--- src/rtl/distortion_sched.sv ---
// Round-robin scheduler sharing one distortion core between two sample streams.
// Optional macro DISTORTION_SCHED_BYPASS_EN adds a per-channel core bypass input.
module distortion_sched #(
    parameter int DIN_WIDTH    = 32,
    parameter int WAIT_TIMEOUT = 16
) (
    input  logic                 clk,
    input  logic                 rst,
`ifdef DISTORTION_SCHED_BYPASS_EN
    input  logic [1:0]           bypass,
`endif
    input  logic [DIN_WIDTH-1:0] s0_tdata,
    input  logic                 s0_tvalid,
    output logic                 s0_tready,
    input  logic [DIN_WIDTH-1:0] s1_tdata,
    input  logic                 s1_tvalid,
    output logic                 s1_tready,
    output logic [DIN_WIDTH-1:0] core_din,
    output logic                 core_din_tvalid,
    input  logic                 core_din_tready,
    input  logic [DIN_WIDTH-1:0] core_dout,
    input  logic                 core_dout_tvalid,
    output logic                 core_dout_tready,
    output logic [DIN_WIDTH-1:0] m0_tdata,
    output logic                 m0_tvalid,
    input  logic                 m0_tready,
    output logic [DIN_WIDTH-1:0] m1_tdata,
    output logic                 m1_tvalid,
    input  logic                 m1_tready,
    output logic                 err_timeout
);

    typedef enum logic [1:0] {
        ST_IDLE    = 2'd0,
        ST_ISSUE   = 2'd1,
        ST_WAIT    = 2'd2,
        ST_DELIVER = 2'd3
    } state_t;

    localparam logic [7:0] WAIT_LAST = 8'(WAIT_TIMEOUT - 1);

    state_t                 state_r, state_nxt_s;
    logic [DIN_WIDTH-1:0]   data_r, m0_data_r, m1_data_r;
    logic [DIN_WIDTH-1:0]   res_val_s;
    logic [7:0]             wait_cnt_r;
    logic                   tag_r, rr_last_r, err_timeout_r;
    logic                   grant_s, grant_ch_s, bypass_s, timeout_s;
    logic                   res_load_s, res_ch_s, m_ready_s;

`ifdef DISTORTION_SCHED_BYPASS_EN
    assign bypass_s = grant_ch_s ? bypass[1] : bypass[0];
`else
    assign bypass_s = 1'b0;
`endif

    assign timeout_s = (state_r == ST_WAIT) && !core_dout_tvalid && (wait_cnt_r == WAIT_LAST);
    assign m_ready_s = tag_r ? m1_tready : m0_tready;

    // Arbitration: on a tie the channel not served last wins
    always_comb begin
        grant_s    = 1'b0;
        grant_ch_s = 1'b0;
        if (state_r == ST_IDLE) begin
            if (s0_tvalid && s1_tvalid) begin
                grant_s    = 1'b1;
                grant_ch_s = ~rr_last_r;
            end else if (s0_tvalid || s1_tvalid) begin
                grant_s    = 1'b1;
                grant_ch_s = s1_tvalid;
            end else begin
                grant_s    = 1'b0;
            end
        end else begin
            grant_s = 1'b0;
        end
    end

    // State register
    always_ff @(posedge clk) begin
        if (rst) begin
            state_r <= ST_IDLE;
        end else begin
            state_r <= state_nxt_s;
        end
    end

    // Next-state logic
    always_comb begin
        state_nxt_s = state_r;
        case (state_r)
            ST_IDLE:    if (grant_s) state_nxt_s = bypass_s ? ST_DELIVER : ST_ISSUE;
                        else         state_nxt_s = ST_IDLE;
            ST_ISSUE:   if (core_din_tready) state_nxt_s = ST_WAIT;
                        else                 state_nxt_s = ST_ISSUE;
            ST_WAIT:    if (core_dout_tvalid || timeout_s) state_nxt_s = ST_DELIVER;
                        else                               state_nxt_s = ST_WAIT;
            ST_DELIVER: if (m_ready_s) state_nxt_s = ST_IDLE;
                        else           state_nxt_s = ST_DELIVER;
            default:    state_nxt_s = ST_IDLE;
        endcase
    end

    // Output decode; core responses are accepted (and dropped) while idle
    always_comb begin
        s0_tready        = grant_s && !grant_ch_s;
        s1_tready        = grant_s && grant_ch_s;
        core_din_tvalid  = (state_r == ST_ISSUE);
        core_dout_tready = (state_r == ST_IDLE) || (state_r == ST_WAIT);
        m0_tvalid        = (state_r == ST_DELIVER) && !tag_r;
        m1_tvalid        = (state_r == ST_DELIVER) && tag_r;
    end

    // Result selection: raw sample on bypass, core reply, or zero on timeout
    always_comb begin
        res_load_s = 1'b0;
        res_ch_s   = tag_r;
        res_val_s  = {DIN_WIDTH{1'b0}};
        if (grant_s && bypass_s) begin
            res_load_s = 1'b1;
            res_ch_s   = grant_ch_s;
            res_val_s  = grant_ch_s ? s1_tdata : s0_tdata;
        end else if (state_r == ST_WAIT && core_dout_tvalid) begin
            res_load_s = 1'b1;
            res_val_s  = core_dout;
        end else if (timeout_s) begin
            res_load_s = 1'b1;
            res_val_s  = {DIN_WIDTH{1'b0}};
        end else begin
            res_load_s = 1'b0;
        end
    end

    // Datapath registers, round-robin pointer, wait counter and sticky error
    always_ff @(posedge clk) begin
        if (rst) begin
            data_r        <= {DIN_WIDTH{1'b0}};
            m0_data_r     <= {DIN_WIDTH{1'b0}};
            m1_data_r     <= {DIN_WIDTH{1'b0}};
            tag_r         <= 1'b0;
            rr_last_r     <= 1'b1;
            wait_cnt_r    <= 8'd0;
            err_timeout_r <= 1'b0;
        end else begin
            if (grant_s) begin
                data_r    <= grant_ch_s ? s1_tdata : s0_tdata;
                tag_r     <= grant_ch_s;
                rr_last_r <= grant_ch_s;
            end
            if (res_load_s && res_ch_s) begin
                m1_data_r <= res_val_s;
            end else if (res_load_s) begin
                m0_data_r <= res_val_s;
            end
            if (state_r == ST_WAIT) begin
                wait_cnt_r <= wait_cnt_r + 8'd1;
            end else begin
                wait_cnt_r <= 8'd0;
            end
            if (timeout_s) begin
                err_timeout_r <= 1'b1;
            end
        end
    end

    assign core_din    = data_r;
    assign m0_tdata    = m0_data_r;
    assign m1_tdata    = m1_data_r;
    assign err_timeout = err_timeout_r;

endmodule

--- config.mk ---
export PLATFORM = sky130hd
export DESIGN_NAME = distortion_sched
export DESIGN_NICKNAME = d
export VERILOG_FILES = /design/src/rtl/distortion_sched.sv
export SDC_FILE = /design/constraint.sdc
export NUM_CORES = 1
export LEC_CHECK = 0
export ABC_CLOCK_PERIOD_IN_PS = 2250
export BUFFER_PORTS_ARGS = -buffer_cell sky130_fd_sc_hd__buf_2
export CORE_MARGIN = 10
export CORE_UTILIZATION = 49
export CTS_CLUSTER_SIZE = 12
export DETAILED_ROUTE_END_ITERATION = 16
export GPL_ROUTABILITY_DRIVEN = 0
export PLACE_DENSITY = 0.88
export SLEW_MARGIN = 20
export SYNTH_ARGS = -nofsm -noshare
export SYNTH_HDL_FRONTEND = slang
export SYNTH_SLANG_ARGS = --single-unit
--- constraint.sdc ---
create_clock -name clk -period 2.25 [get_ports clk]
set_input_delay 0.225 -clock clk [delete_from_list [all_inputs] [get_ports clk]]
set_output_delay 0.225 -clock clk [all_outputs]
set_load 0.005 [all_outputs]
==> impl_metrics.ini, run 1 <==
[run_status]
status = completed

[finish]
antenna_cells = 0
area.growth.synth_to_final_pct = 30.16
nets = 752
final_area_sq_um = 5405
drive_above_1_share_pct = 36.66
fin_util_pct = 65.78

[critical_path]
timing.rr.end = m0_tdata[0]
crit_slowest_cell = dfxtp_1
cp_data_arrival_time_ps = 1700
cp.required_ps = 2030
ff2ff_path_depth = 5
crit_family = buffers and inverters
cp-end-kind = output pin
crit_path_max_fanout = 35
path_class = reg -> out
reg2reg_slack_ps = 440
cp-startpoint = state_r[1]
cp_num_buf_inv = 2
critPathLaunchType = flip-flop
max_stage_delay_ps = 410
crit-reg2reg-launch = state_r[1]
worstPathCellList = nor2_1 > and2_1 > buf_4 > buf_2

[logic_synthesis]
syn_avg_cell_area_sq_um = 8.836
synth_seq_cells = 109
synth-main-ff-cell = dfxtp_1
syn_inst = 470
synth_nets = 575
netlist_area_sq_um = 4153
synth_commonest_cells = 109 x dfxtp_1, 69 x a21oi_1, 67 x nand3_1
synth_edf_count = 0
synth-seq-area-share_pct = 52.55
postSynth.asyncResetShare_pct = 0
yosysTopAreaCell = dfxtp_1
synth_top_cells_by_area = dfxtp_1 53%, a21oi_1 8.3%, nand3_1 8.1%
synth_cell_type_count = 32
post-synth-top-count-cell = dfxtp_1
yosys_warnings = 0
synth_top_area_share_pct = 52.55

[detailed_routing]
vias = 4351
wirelength_um = 13920
ant_nets = 0
drt-wirelength-per-cell_um = 18.39
via_per_inst = 5.748
drt_iter0_drc = 431
drc_errors = 0
first_pass_iters = 8

[global_routing]
grt_pass1_wl_um = 22020
grt_pass1_vias = 4373
grt_max_degree = 63
grt_usage_pct = 20.68
antenna_found_initial = 0
grt_overflow = 0

[cts]
post_cts_buffers = 0
cts_made_buffers = 9
clockBufferDepth = 2
clock_sinks = 109
worstSkewPairLatency_ps = 360
ctsResizeCount = 0
cts_root_buf = clkbuf_8
htree_levels = 3
ctsHoldBuffers = 0
clkTransAtPathRegs_ps = 110
tritoncts = built

[timing]
max_freq_mhz = 520.7
drv_slew = 0
timing.final.crit_period_ps = 1921
rsz0062_at_grt = false
hold_viol_final = 0
finalCritPeriodShare_pct = 85.36
setup_ws_ps = 329.5
worst_pin_slew_ps = 847.0
final.setup.tns_ps = 0
finalSetupViolCount = 0
clock_skew_ps = 12.54
relSlewSlack_pct = 43.32

[floorplan]
coreArea_sq_um = 8217
die_h_um = 112.1
ios = 207
fp.dieArea_sq_um = 12560
num_rows = 33
initial_utilization_pct = 50.54
die_w_um = 112.1

[power_and_ir_drop]
p_leak_nw = 2.371
switchingPower_mw = 1.086
p_seq_share_pct = 54.2
vdd_drop_max_v = 0.0003824
p_int_mw = 2.780
switching_share_pct = 28.09
comb_power_share_pct = 17.0
clkPwrFrac_pct = 28.8
power.density_nw_per_um2 = 715.3

[hold_path]
hold_end = core_din[21]
hp-class = in -> reg
hold_depth = 3
hold_start = s1_tdata[21]

[placement]
placed_area_sq_um = 5220
portBuffers = 206
hpwl_um = 10370
post-place-ws_ps = 430.0

[flow_run]
maxCapViolations = 0
==> through the flow <==
stage	hold WS [ps]	power, mW	std cells
3_3_place_gp	425.8	2.766	741
3_5_place_dp	441.1	2.798	741
6_report	97.41	3.866	757
5_1_grt	98.81	4.047	757
4_1_cts	85.26	3.901	757
2_1_floorplan	375.4	2.488	470
==> state kept, by name (all words and copies together), names as in the netlist <==
register,count
core_din,32
m0_tdata,32
m1_tdata,32
wait_cnt_r,8
state_r,2
err_timeout,1
res_ch_s,1
rr_last_r,1
==> area by class of cell <==
| type | count | area, sq um |
|---|---|---|
| inverter | 3 | 11.26 |
| multi-input combinational | 307 | 1754 |
| clock inverter | 5 | 33.78 |
| tap | 105 | 131.4 |
| fill | 689 | 2811 |
| sequential | 109 | 2182 |
| clock buffer | 11 | 151.4 |
| timing repair buffer | 217 | 1141 |
==> worst max-delay path by stage <==
stage                         endpoint  cells after the start
after floorplan           m1_tdata[14]                      7
after global placement      state_r[0]                      5
after detailed placement   m0_tdata[0]                      5
after CTS                    s1_tready                      4
after global routing         s1_tready                      4
final                        s1_tready                      4
==> power by group through the flow <==
stage | Combinational, mW | Sequential (mW) | Clock [mW]
detailed placement | 0.661 | 2.14 | 0
CTS | 0.661 | 2.10 | 1.14
floorplan | 0.354 | 2.13 | 0
global route | 0.725 | 2.11 | 1.21
finish | 0.657 | 2.10 | 1.11
global placement | 0.636 | 2.13 | 0
==> placed cells by master, fill, tap and decap left out, types with 3 or more instances in the layout <==
cell / count
nand2_1: 4
xnor2_1: 3
a21oi_1: 68
o21ai_0: 60
nand3_1: 67
buf_4: 10
o21ai_1: 5
nor2_1: 45
inv_1: 3
clkbuf_8: 11
buf_2: 205
dfxtp_1: 109
a222oi_1: 32
==> routing by layer <==
| layer | vias to the layer above | share of wire, % | global-route usage (%) |
|---|---|---|---|
| met5 | - | 0 | 0 |
| met4 | 0 | 1.8 | 7.022 |
| met3 | 17 | 12 | 9.318 |
| met2 | 245 | 48 | 34.69 |
| met1 | 2018 | 38 | 22.82 |
| li1 | 2071 | - | - |
==> kinds of logic after synthesis <==
kind of cell | after synthesis | synth area share [%]
AO/OA/AOI/OAI | 172 | 25.07
XOR/XNOR | 5 | 1.055
adder cells (fa/ha/maj) | 1 | 0.3012
buffers and inverters | 54 | 5.875
flip-flops | 109 | 52.55
multiplexers | 1 | 0.2410
AND/OR/NAND/NOR | 128 | 14.91
==> worst min-delay path, stage by stage <==
cell,delay (ps)
buf_2,70
a222oi_1,60
nor2_1,80
No activity file was read; power rests on OpenSTA's default activity.
==> inputs of run 2 (changes only) <==
--- a/config.mk
+++ b/config.mk
@@ -6,13 +6,14 @@
 export NUM_CORES = 1
 export LEC_CHECK = 0
 export ABC_CLOCK_PERIOD_IN_PS = 2250
-export BUFFER_PORTS_ARGS = -buffer_cell sky130_fd_sc_hd__buf_2
+export BUFFER_PORTS_ARGS = -buffer_cell sky130_fd_sc_hd__clkbuf_2
 export CORE_MARGIN = 10
-export CORE_UTILIZATION = 49
+export CORE_UTILIZATION = 51
+export CTS_BUF_LIST = sky130_fd_sc_hd__clkbuf_4
 export CTS_CLUSTER_SIZE = 12
 export DETAILED_ROUTE_END_ITERATION = 16
 export GPL_ROUTABILITY_DRIVEN = 0
-export PLACE_DENSITY = 0.88
+export PLACE_DENSITY = 0.94
 export SLEW_MARGIN = 20
 export SYNTH_ARGS = -nofsm -noshare
 export SYNTH_HDL_FRONTEND = slang
==> run 2 against run 1 <==
Against the previous run:
- fmax is 8.5% lower
- first-iteration DRC count down 12%
- clock skew grew 14 ps
- clock power decreased by 11%
- sequential share of layout area fell by 1.2 points
- register-to-register slack got worse by 290 ps
- flip-flop and latch count did not move
- hold slack got worse by 80 ps
- die area down 3.2%
- core utilization grew 5.7 points
- final cell count is 2.6% higher
- critical path type is now reg -> reg
- largest cell class unchanged
==> impl_metrics.ini, run 2 (synthesis results as in run 1) <==
[hold_path]
hp-class = in -> reg

[timing]
relSlewSlack_pct = 46.66
finalSetupViolCount = 0
clock_skew_ps = 26.90
rsz0062_at_grt = false
final.setup.tns_ps = 0
finalCritPeriodShare_pct = 93.33
hold_viol_final = 0
worst_pin_slew_ps = 800.0
timing.final.crit_period_ps = 2100
max_freq_mhz = 476.2
drv_slew = 0

[detailed_routing]
ant_nets = 0
vias = 4688
wirelength_um = 15280
drt_iter0_drc = 379
drc_errors = 0
first_pass_iters = 7
via_per_inst = 6.033
drt-wirelength-per-cell_um = 19.67

[power_and_ir_drop]
switchingPower_mw = 1.119
power.density_nw_per_um2 = 683.4
vdd_drop_max_v = 0.0004280
clkPwrFrac_pct = 25.8
comb_power_share_pct = 18.9
p_int_mw = 2.694
switching_share_pct = 29.35
p_seq_share_pct = 55.3
p_leak_nw = 2.390

[global_routing]
grt_overflow = 0
grt_pass1_vias = 4271
grt_pass1_wl_um = 21990
grt_usage_pct = 22.75
grt_max_degree = 66
antenna_found_initial = 1

[placement]
portBuffers = 206
placedCellCount = 738
hpwl_um = 10490
placed_area_sq_um = 5201

[floorplan]
fp.dieArea_sq_um = 12150
num_rows = 32
coreArea_sq_um = 7807
die_h_um = 110.2
ios = 207
initial_utilization_pct = 53.19
die_w_um = 110.2

[critical_path]
crit_slowest_cell = dlygate4sd3_1
crit_path_max_fanout = 18
cp-end-kind = flip-flop
timing.rr.end = core_din[29]
cp-startpoint = state_r[1]
worstPathCellList = nor2_2 > o21ai_4 > a222oi_1 > dlygate4sd3_1 > nor2_1
crit_path_end = core_din[29]
ff2ff_path_depth = 5
cp.required_ps = 2600
max_stage_delay_ps = 630
crit-reg2reg-launch = state_r[1]
crit_family = compound AO/OA/AOI/OAI gates
cp_num_buf_inv = 1
path_class = reg -> reg
cp_data_arrival_time_ps = 2450
crit_cells = 5
critPathLaunchType = flip-flop
reg2reg_slack_ps = 150

[finish]
mostFrequentLayoutCells = 205 x clkbuf_2, 107 x dfxtp_1, 68 x a21oi_1, 67 x nand3_1, 60 x o21ai_0
fillers = 607
multi_input_area_sq_um = 1765
seq_area_sq_um = 2185
fin_util_pct = 71.46
final_area_sq_um = 5579
nets = 775
area.growth.synth_to_final_pct = 34.35
layout_commonest_cell = clkbuf_2
drive_above_1_share_pct = 35.91
instances_no_fill = 777

[cts]
worstSkewPairLatency_ps = 450
cts_made_buffers = 9
clockBufferDepth = 2
htree_levels = 3
tritoncts = built
clkTransAtPathRegs_ps = 180
cts_root_buf = clkbuf_4
clock_sinks = 109

[run_status]
status = completed

[flow_run]
maxCapViolations = 0
## run 2: worst register-to-register path: cells and delay by family, from the launching register on
family	cells	cell delay, ps
AND/OR/NAND/NOR	2	320
buffers and inverters	1	630
AO/OA/AOI/OAI	2	650
flip-flops	1	410
## run 2: repair_timing
| action | CTS | global route |
|---|---|---|
| setup endpoints to repair | 0 | 1 |
| gates resized for setup | 0 | 4 |
| endpoints found under the hold margin | 12 | 13 |
| hold buffers | 11 | 11 |
| buffers inserted | 0 | 0 |
## run 2: area by class of cell
| cell class | instances | area share, % |
|---|---|---|
| Antenna cell | 1 | 0.04485 |
| Clock buffer | 9 | 1.211 |
| Clock inverter | 6 | 1.256 |
| Inverter | 3 | 0.2018 |
| Multi-Input combinational cell | 308 | 31.64 |
| Sequential cell | 109 | 39.16 |
| Tap cell | 102 | 2.288 |
| Timing Repair Buffer | 239 | 24.20 |
## run 2: power groups by stage
stage / combinational (mW) / clock, mW / sequential (mW)
floorplan: 0.354 / 0 / 2.13
global placement: 0.627 / 0 / 2.13
detailed placement: 0.656 / 0 / 2.14
CTS: 0.677 / 0.994 / 2.10
global route: 0.788 / 1.07 / 2.12
finish: 0.721 / 0.985 / 2.11
## run 2: worst min path at each step
stage,startpoint,to,slack [ps],depth (start not counted)
after CTS,s1_tdata[1],core_din[1],0.1,3
after global routing,s1_tdata[5],core_din[5],2,3
after global placement,wait_cnt_r[0],wait_cnt_r[0],430,1
final,core_dout[4],m0_tdata[4],20,3
after detailed placement,wait_cnt_r[0],wait_cnt_r[0],460,1
after floorplan,s1_tdata[0],core_din[0],380,2
## run 2: per-stage QoR
step / setup slack (ps) / total power, mW / hold WS, ps
floorplan: 716.7 / 2.488 / 375.4
CTS: 218.3 / 3.770 / 0.1193
global placement: 407.8 / 2.760 / 425.8
finish: 150.0 / 3.813 / 17.12
detailed placement: 588.7 / 2.795 / 464.2
global route: 84.51 / 3.977 / 1.855
## run 2: routing by layer
metal  part of all wire [%]  global-route usage (%)  vias up
li1                       -                       -     2142
met1                     34                   25.39     2166
met2                     48                   37.00      346
met3                     15                   10.97       34
met4                    2.3                   8.532        0
met5                      0                       0        -
==> inputs of run 3 (changes only) <==
--- a/config.mk
+++ b/config.mk
@@ -13,7 +13,7 @@
 export CTS_CLUSTER_SIZE = 12
 export DETAILED_ROUTE_END_ITERATION = 16
 export GPL_ROUTABILITY_DRIVEN = 0
-export PLACE_DENSITY = 0.94
+export PLACE_DENSITY = 0.88
 export SLEW_MARGIN = 20
 export SYNTH_ARGS = -nofsm -noshare
 export SYNTH_HDL_FRONTEND = slang
==> run 3 against run 2 <==
Against the previous run:
- power is 1.7% higher
- largest power group unchanged
- clock-buffer cell count is 1 higher
- sequential share of layout area is 0.74 points higher
- critical endpoint is now s1_tready
- clock skew is 3.5 ps lower
- routed wire length is 5.2% lower
- global-route usage is 0.28 points lower
- non-clock buffer count is 12 lower
- clock power is 11% higher
- via count is 4.8% lower
- flip-flop and latch count stayed put
- worst setup slack better by 57 ps
- hold slack better by 1.1 ps
==> impl_metrics.ini, run 3 (synthesis results as in run 1) <==
[hold_path]
hp-class = in -> reg

[critical_path]
cp.required_ps = 2030
path_class = reg -> out
cp-end-kind = output pin
critPathLaunchType = flip-flop
cp_data_arrival_time_ps = 1820
crit_path_max_fanout = 35

[finish]
drive_above_1_share_pct = 36.10
fin_util_pct = 70.05
mostFrequentLayoutCells = 205 x clkbuf_2, 109 x dfxtp_1, 68 x a21oi_1, 67 x nand3_1, 60 x o21ai_0
nets = 762
antenna_cells = 0
area.growth.synth_to_final_pct = 31.70
layout_commonest_cell = clkbuf_2
instances_no_fill = 764

[floorplan]
coreArea_sq_um = 7807
initial_utilization_pct = 53.19
ios = 207
num_rows = 32
die_w_um = 110.2
fp.dieArea_sq_um = 12150
die_h_um = 110.2

[timing]
worst_pin_slew_ps = 847.7
final.setup.tns_ps = 0
finalCritPeriodShare_pct = 90.81
setup_ws_ps = 206.8
hold_viol_final = 0
clock_skew_ps = 23.37
max_freq_mhz = 489.4
finalSetupViolCount = 0
rsz0062_at_grt = false
relSlewSlack_pct = 43.27
drv_slew = 0
timing.final.crit_period_ps = 2043

[power_and_ir_drop]
switchingPower_mw = 1.080
p_int_mw = 2.795
vdd_drop_max_v = 0.0004696
power.total_mw = 3.876
p_seq_share_pct = 54.3
p_leak_nw = 2.353
power.density_nw_per_um2 = 708.6
comb_power_share_pct = 17.5
clkPwrFrac_pct = 28.2
switching_share_pct = 27.87

[detailed_routing]
first_pass_iters = 7
ant_nets = 0
drt_iter0_drc = 334
via_per_inst = 5.844
drc_errors = 0
vias = 4465
wirelength_um = 14490
drt-wirelength-per-cell_um = 18.97

[cts]
worstSkewPairLatency_ps = 450
clkTransAtPathRegs_ps = 170
cts_root_buf = clkbuf_4
htree_levels = 3
clock_sinks = 109
ctsResizeCount = 0
clockBufferDepth = 2
tritoncts = built
cts_made_buffers = 9
post_cts_buffers = 0

[global_routing]
grt_usage_pct = 22.48
antenna_found_initial = 0
grt_overflow = 0
grt_max_degree = 66
grt_pass1_wl_um = 22020
grt_pass1_vias = 4378

[run_status]
status = completed

[placement]
portBuffers = 206
post-place-ws_ps = 396.5
placedCellCount = 740
hpwl_um = 10690

[flow_run]
maxCapViolations = 0
run 3: changes by cell type in the layout (fill, tap and decap cells not counted), moves of 2 or more:
cell and change:
buf_4 +2, dfxtp_1 +2, dfxtp_2 -2, clkinv_4 -2, dlygate4sd3_1 -14, clkinv_1 +2
run 3: layout make-up:
type / instances / area, sq um
clock buffer: 10 / 75.07
tap: 102 / 127.6
sequential: 109 / 2182
clock inverter: 6 / 85.08
inverter: 3 / 11.26
timing repair buffer: 227 / 1234
fill: 632 / 2338
multi-input combinational: 307 / 1754
run 3: worst max-delay path: stages (launching register included):
cell and delay [ps]:
dfxtp_1 430, nor2_1 250, and2_1 170, buf_4 330
clkbuf_2 190
run 3: final timing paths:
kind            startpoint            end  slack (ps)  cells past startpoint
max reg2reg     state_r[1]   m0_tdata[22]         390                      5
min           core_dout[9]    m0_tdata[9]          20                      3
min reg2reg  wait_cnt_r[0]  wait_cnt_r[0]         450                      1
max             state_r[1]      s1_tready         210                      4
run 3: metal layers:
layer  global-route usage [%]  up-vias  wire, um
met5                        0        -         0
li1                         -     2106         -
met4                    5.229        0       114
met3                    10.91       15      1994
met1                    24.66     2088      5361
met2                    38.48      256      7023
run 3: power groups by stage:
stage	sequential, mW	clock, mW	combinational, mW
after floorplan	2.13	0	0.354
after global placement	2.13	0	0.639
after detailed placement	2.14	0	0.663
after CTS	2.10	1.11	0.669
after global routing	2.12	1.19	0.746
final	2.10	1.09	0.678
run 3: timing repair:
item	in CTS	in global routing
setup endpoints to repair	0	0
endpoints found under the hold margin	2	6
hold buffers	2	6
run 3: per-stage QoR:
step	hold WS, ps	instance area [sq um]
6_report	18.19	5469
5_1_grt	1.268	5469
4_1_cts	0.1735	5409
3_5_place_dp	436.3	5229
3_3_place_gp	428.6	5221
2_1_floorplan	375.4	4153
